==> src/rtl/screen_flow_ctrl.sv <==
// screen_flow_ctrl: attract/intro/play/game-over screen sequencer with credit counter
// ports: clk, resetN (async active-low); startOfFrame frame pulse; coinKey/startKey debounced key levels;
//        gameOver game-lost level; standBy blink phase; startScreenEn/gameEn/gameOverEn screen enables;
//        newGame one-cycle pulse entering play; credits current credit count
module screen_flow_ctrl #(
  parameter int BLINK_FRAMES = 30,
  parameter int INTRO_FRAMES = 60,
  parameter int OVER_FRAMES  = 180,
  parameter int MAX_CREDITS  = 9
) (
  input  logic       clk,
  input  logic       resetN,
  input  logic       startOfFrame,
  input  logic       coinKey,
  input  logic       startKey,
  input  logic       gameOver,
  output logic       standBy,
  output logic       startScreenEn,
  output logic       gameEn,
  output logic       gameOverEn,
  output logic       newGame,
  output logic [3:0] credits
);
  typedef enum logic [1:0] {ATTRACT, INTRO, PLAY, OVER} state_e;
  state_e     state_q, state_d;
  logic [3:0] credits_q, credits_d;
  logic [7:0] frame_cnt_q, frame_cnt_d;
  logic       stand_by_q, stand_by_d;
  logic       new_game_q, new_game_d;
  logic       coin_q, coin_dly_q, start_q, start_dly_q;
  logic       coin_rise, start_rise, start_ok;
  // keys are sampled first, so an event acts one edge after the key is first seen high
  assign coin_rise  = coin_q & ~coin_dly_q;
  assign start_rise = start_q & ~start_dly_q;
  // start is judged against the credit count before this cycle's coin
  assign start_ok   = start_rise && state_q == ATTRACT && credits_q != 4'd0;
  assign credits_d  = credits_q + 4'(coin_rise && credits_q < 4'(MAX_CREDITS)) - 4'(start_ok);
  always_comb begin
    state_d     = state_q;
    stand_by_d  = stand_by_q;
    new_game_d  = 1'b0;
    frame_cnt_d = startOfFrame ? frame_cnt_q + 8'd1 : frame_cnt_q;
    unique case (state_q)
      ATTRACT:
        if (start_ok) begin
          state_d    = INTRO;
          stand_by_d = 1'b0;
        end else if (startOfFrame && frame_cnt_q == 8'(BLINK_FRAMES - 1)) begin
          stand_by_d  = ~stand_by_q;
          frame_cnt_d = 8'd0;
        end
      INTRO:
        if (startOfFrame && frame_cnt_q == 8'(INTRO_FRAMES - 1)) begin
          state_d    = PLAY;
          new_game_d = 1'b1;
        end
      PLAY:
        if (gameOver) state_d = OVER;
      OVER:
        if (startOfFrame && frame_cnt_q == 8'(OVER_FRAMES - 1)) begin
          state_d    = ATTRACT;
          stand_by_d = 1'b0;
        end
    endcase
    if (state_d != state_q) frame_cnt_d = 8'd0;
  end
  always_ff @(posedge clk or negedge resetN) begin
    if (!resetN) begin
      state_q     <= ATTRACT;
      credits_q   <= 4'd0;
      frame_cnt_q <= 8'd0;
      stand_by_q  <= 1'b0;
      new_game_q  <= 1'b0;
      coin_q      <= 1'b0;
      coin_dly_q  <= 1'b0;
      start_q     <= 1'b0;
      start_dly_q <= 1'b0;
    end else begin
      state_q     <= state_d;
      credits_q   <= credits_d;
      frame_cnt_q <= frame_cnt_d;
      stand_by_q  <= stand_by_d;
      new_game_q  <= new_game_d;
      coin_q      <= coinKey;
      coin_dly_q  <= coin_q;
      start_q     <= startKey;
      start_dly_q <= start_q;
    end
  end
  assign standBy       = stand_by_q & (state_q == ATTRACT);
  assign startScreenEn = state_q == ATTRACT;
  assign gameEn        = state_q == INTRO || state_q == PLAY;
  assign gameOverEn    = state_q == OVER;
  assign newGame       = new_game_q;
  assign credits       = credits_q;
endmodule
==> config.mk <==
export PLATFORM = sky130hd
export DESIGN_NAME = screen_flow_ctrl
export DESIGN_NICKNAME = d
export VERILOG_FILES = /design/src/rtl/screen_flow_ctrl.sv
export SDC_FILE = /design/constraint.sdc
export NUM_CORES = 1
export LEC_CHECK = 0
export ABC_AREA = 0
export CORE_MARGIN = 2
export CORE_UTILIZATION = 58
export CTS_CLUSTER_DIAMETER = 100
export CTS_CLUSTER_SIZE = 40
export DETAILED_ROUTE_END_ITERATION = 10
export GPL_TIMING_DRIVEN = 0
export PLACE_DENSITY = 0.89
export SYNTH_ARGS = -nofsm -noshare
export SYNTH_HDL_FRONTEND = slang
export SYNTH_SLANG_ARGS = --single-unit
==> constraint.sdc <==
create_clock -name clk -period 5.55 [get_ports clk]
set_clock_uncertainty 0.05 [all_clocks]
set_input_delay 0.8325 -clock clk [delete_from_list [all_inputs] [get_ports clk]]
set_output_delay 0.8325 -clock clk [all_outputs]
set_load 0.01 [all_outputs]
Word level (Yosys, flattened, before mapping). Index checks and enable logic that the tools add are counted. Widths: inputs -> output; s select.

Register bits: 20. Output and inout bits: 9. Input port bits: 6. Logic and storage cells: 55.

Eq/ne operators: 9. Reductions and logical operators: 11. Bitwise logic cells: 6. Add/subtract/negate cells: 3. Muxes and demuxes: 16. Order comparisons: 1.

Operator list (count): $mux 8 (5); $add 8x1->8 const B (1); $eq 8x5->1 const B (1); $eq 8x6->1 const B (1); $eq 8x8->1 const B (1); $mux 2 (4); $pmux 2 s4 (1); $logic_and 1x1->1 (6); $mux 1 (5); $add 4x1->4 (1); $eq 2x2->1 const B (2); $lt 4x4->1 const B (1); $reduce_bool 4->1 (1); $sub 4x1->4 (1); $and 1x1->1 (3); $ne 3x1->1 const B (1); $not 1->1 (3); $reduce_and 3->1 (1); $eq 2x1->1 const B (1); $logic_not 2->1 (1); $ne 2x1->1 const B (1); $ne 2x2->1 (1); $pmux 1 s2 (1); $reduce_bool 2->1 (1); $logic_or 1x1->1 (1).

Logic depth before layout (Yosys ltp).
Depth in word-level cells: 8. Mapped depth: 10. Gate-level depth less buffers: 10.

Least setup slack after synthesis. No wires, ideal clock.

Path type: input to register. From: in startOfFrame. To: reg frame_cnt_q[1]. Path buffers: 2. Setup time: 0.128 ns. Path slack: 3.291 ns. Arrival: 2.081 ns. Stages on the path: 7. Path through: clkbuf_2 > nand2_1 > or4_4 > or3b_1 > buf_6 > o211ai_2 > nor2_2.

Longest elaborated chain between the ends: 5. Elaborated cells on any way between the ends: 12.

RTL lines: from (decl) (RTL line 13) `input logic startOfFrame,`; $logic_and 1x1->1 (tied with other cells) (RTL line 60) `if (startOfFrame && frame_cnt_q == 8'(OVER_FRAMES - 1)) begin`; $mux 2 (tied with other cells) (RTL line 60); $pmux 2 s4 / $mux 8 (equally long branches) (RTL line 43, 45); $ne 2x2->1 / $mux 8 (equally long branches) (RTL line 65, 43); $mux 8 (*) (RTL line 65) `if (state_d != state_q) frame_cnt_d = 8'd0;`; net frame_cnt_d[1] (RTL line 27) `logic [7:0] frame_cnt_q, frame_cnt_d;`; to (signal assigned) (RTL line 81) `frame_cnt_q <= frame_cnt_d;`; to (decl) (RTL line 27).

Mark *: on every way through the listed nets, which the timed path passes. The rest lies on a longest branch. A chain may end at the register's enable or synchronous reset.

Worst setup path after layout.
From: reg state_q[1]. To: out standBy.

Longest elaborated chain between the ends: 2.

RTL lines: from (decl) (RTL line 25) `state_e state_q, state_d;`; from (signal assigned) (RTL line 79) `state_q <= state_d;`; $logic_not 2->1 (RTL line 90) `assign standBy = stand_by_q & (state_q == ATTRACT);`; $and 1x1->1 (RTL line 90); to (decl) (RTL line 17) `output logic standBy,`.

Every way passes these cells.

==> run summary <==
========================================================================================
Post-synth cell types                                                                 39
Sequential area share after synthesis                                              0.405
Startpoint types                                                                    flop
Utilization of the core after routing                                              0.724
Worst R2R Path Depth                                                                   9
Max stage delay cell, worst path                                            sky130_fd_sc_hd__clkdlybuf4s50_1
Final routed wire length divided by cell count                                   13.8 um
Number of placed I/O pins                                                             15
Type of element capturing the critical path                                 primary output
Number of sinks driven by the clock tree                                              20
Root Driver                                                                 sky130_fd_sc_hd__clkbuf_4
Top cell type's share of synthesized area                                          0.405
Std-Cell Core Area                                                             1980 um^2
Sw Ratio                                                                           0.393
Number of search-and-repair iterations in the first detailed-routing pass              4
Number of instances in the synthesized netlist                                       121
Number of DRC markers in iteration 0                                                  16
Final worst-path setup slack                                                     2.78 ns
Final Routed Wirelength                                                          2280 um
Number of vias after detailed routing                                                931
Max-cap violations                                                                     0
Startpoint of the worst register-to-register path                           state_q[1]$_DFF_PN0_
Leading cell type in the layout, fill and taps excluded                     sky130_fd_sc_hd__dfrtp_1
Design Area, Final                                                             1440 um^2
Final worst path period share                                                      0.499
Final-report hold violation count                                                      0
Max_slew headroom                                                                  0.414
TritonCTS clock tree                                                                done
Number of antenna violations at the first check in global routing                      0
P_int                                                                             363 uW
Endpoint of the worst register-to-register path                             credits[3]$_DFF_PN0_
Count of instances resized after the clock tree is built                               0
Shortest clock period the worst path allows after layout                         2.77 ns
Starting Density                                                                   0.623
Largest area contributor in the netlist                                     sky130_fd_sc_hd__dfrtp_1
Post-synth net total                                                                 142
VDD IR max                                                                    0.000402 V
Worst min-delay path startpoint                                             coin_q$_DFF_PN0_
Post-synthesis instance area                                                   1230 um^2
Bufs on Longest Clock Path                                                             2
Count of yosys warnings during synthesis                                               0
Crit path max fanout                                                                   7
Fraction of power consumed by sequential logic                                     0.372
Post-synthesis average cell area                                               10.2 um^2
First-pass GRT wire length                                                       3820 um
Critical-path cell list                                                     inv_1 -> ha_1 -> and2_1 -> clkdlybuf4s50_1
Power spent charging and discharging nets                                         235 uW
Data arrival at the endpoint of the critical path                                1.89 ns
Crit path buffers/inverters                                                            2
Number of storage elements in the synthesis netlist                                   20
Number of buffers created by CTS                                                       3
Count of hold-fix buffers inserted at cts                                              0
RSZ-0062 raised after global routing                                               false
Post-detailed-placement cell area                                              1400 um^2
Leading cell types in the layout, fill and taps excluded                    20 x sky130_fd_sc_hd__dfrtp_1, 14 x sky130_fd_sc_hd__nor2_1, 14 x sky130_fd_sc_hd__ha_1
Footprint of the flip-flops and latches                                         500 um^2
DRC violations left                                                                    0
Hold depth                                                                             0
Delay-heaviest family, CP                                                   buffers and inverters
Overall power after layout                                                        598 uW
Main area contributors after synthesis                                      sky130_fd_sc_hd__dfrtp_1 41%, sky130_fd_sc_hd__ha_1 14%, sky130_fd_sc_hd__nor2_1 4.3%
Quantity of I/O buffers inserted on ports                                             13
Vias in the first global route                                                       829
Die Ht                                                                           50.1 um
X dimension of the die                                                           50.1 um
Worst-margin pin slew                                                           0.877 ns
Share of cells above drive strength 1                                             0.0942
Global-route congestion overflow total                                                 0
Die area                                                                       2510 um^2
H-tree level count                                                                     1
Total of fill cells in the finished design                                           139
Max-slew violation count                                                               0
Layout overhead on the synthesized area                                            16.2%
Achievable clock frequency                                                     0.361 GHz
R2r setup slk                                                                    3.13 ns
Endpoint required time on the critical path                                      4.67 ns
Total of endpoints with negative setup slack in the final report                       0
Clk pwr share                                                                      0.145
Antenna Violating Nets Remaining                                                       0
Standard-cell row count                                                               16
Clock slew seen by the registers of the worst setup and hold paths               0.11 ns
Post-Place Setup Slack                                                           3.15 ns
Crit Path Class                                                             flop to primary output
Final Wtd Congestion                                                               0.802
Total Neg Setup Slack                                                               0 ns
Clock insertion delay at the later pin of the skew report                        0.31 ns
Multi-input gate area                                                           677 um^2
Net count, final                                                                     160
Post-CTS setup-driven buffer insertion count                                           0
Static Leak                                                                     0.656 nW
Slowest cell delay on critical path                                              0.52 ns
Power density over cell area                                                 417 nW/um^2
Status                                                                      finished, final reports clean
Total half-perimeter wirelength after legalization and detailed placement        1710 um
Antenna Diode Count                                                                    0
Hold Path End                                                               coin_dly_q$_DFF_PN0_
Global Route Usage Sum                                                             0.205
Drt via density                                                                     5.64
Largest net degree at the start of global routing                                     21
Share of total power in combinational logic                                        0.483
Min-Delay Path Class                                                        flop to flop
========================================================================================
==> worst reg2reg max path: cells and delay by family (launching register included) <==
kind                     cells  cell delay, ns
flip-flops                   1            0.47
AND/OR/NAND/NOR              1            0.33
adder cells (fa/ha/maj)      3            0.71
buffers and inverters        2            0.22
XOR/XNOR                     1            0.20
AO/OA/AOI/OAI                2            0.36
==> state kept, by name, summed over array words and instances (netlist names) <==
name         cells
start_dly_q      1
coin_dly_q       1
start_q          1
coin_q           1
newGame          1
state_q          2
credits          4
stand_by_q       1
frame_cnt_q      8
==> area by class of cell <==
type	instances	share of cell area
clock buffers	4	0.0253
multi-input cells	88	0.472
repair buffers	13	0.0907
plain buffers	2	0.0113
inverters	11	0.0288
flip-flops and latches	20	0.349
well taps	27	0.0235
==> cells in the mapped netlist, drive strengths merged <==
master   instances
ha              14
and2             3
nand2           11
or4              1
a31oi            1
and4bb           1
o311a            1
a21o             1
or3b             1
a21oi            1
nand4b           1
nand4bb          2
nand3b           2
inv             11
o21ai            7
nor2            15
dfrtp           20
xnor2            4
o211ai           1
o31ai            1
a222oi           1
nand3            1
buf              1
nor3             3
xor2             5
a22o             1
fa               1
and3             1
nand4            3
clkbuf           1
a211oi           1
nor3b            2
a211o            1
==> stage by stage <==
step | cells | hold WS [ns]
floorplan | 121 | 0.303
global placement | 161 | 0.318
detailed placement | 161 | 0.322
CTS | 165 | 0.349
global route | 165 | 0.369
finish | 165 | 0.347
==> layer usage <==
layer	wire length, um	global-route usage	vias up
met5	0	0	-
met4	56	0.0833	0
met3	108	0.0387	7
met2	1110	0.344	29
met1	1010	0.259	446
li1	-	-	449
==> how the worst max path moves through the flow <==
stage                                     from                       end  depth (start not counted)
after floorplan                   startOfFrame  frame_cnt_q[1]$_DFF_PN0_                          7
after global placement    state_q[1]$_DFF_PN0_                   standBy                          4
after detailed placement  state_q[1]$_DFF_PN0_                   standBy                          4
after CTS                 state_q[1]$_DFF_PN0_                   standBy                          4
after global routing      state_q[1]$_DFF_PN0_                   standBy                          4
final                     state_q[1]$_DFF_PN0_                   standBy                          4
==> power groups by stage <==
stage	Combinational, mW	Sequential (mW)	Clock, mW
finish	0.289	0.222	0.0867
global route	0.326	0.230	0.0953
CTS	0.294	0.222	0.0877
detailed placement	0.292	0.224	0
global placement	0.274	0.222	0
floorplan	0.185	0.224	0
==> cells by family (layout without fill, tap and decap cells) <==
group | after synthesis | in the layout | share of synthesized area
AO/OA/AOI/OAI | 17 | 17 | 0.0993
XOR/XNOR | 9 | 9 | 0.0638
adder cells (fa/ha/maj) | 15 | 15 | 0.158
buffers and inverters | 13 | 30 | 0.0466
flip-flops | 20 | 20 | 0.405
AND/OR/NAND/NOR | 47 | 47 | 0.227
No activity file was read; power rests on OpenSTA's default activity.
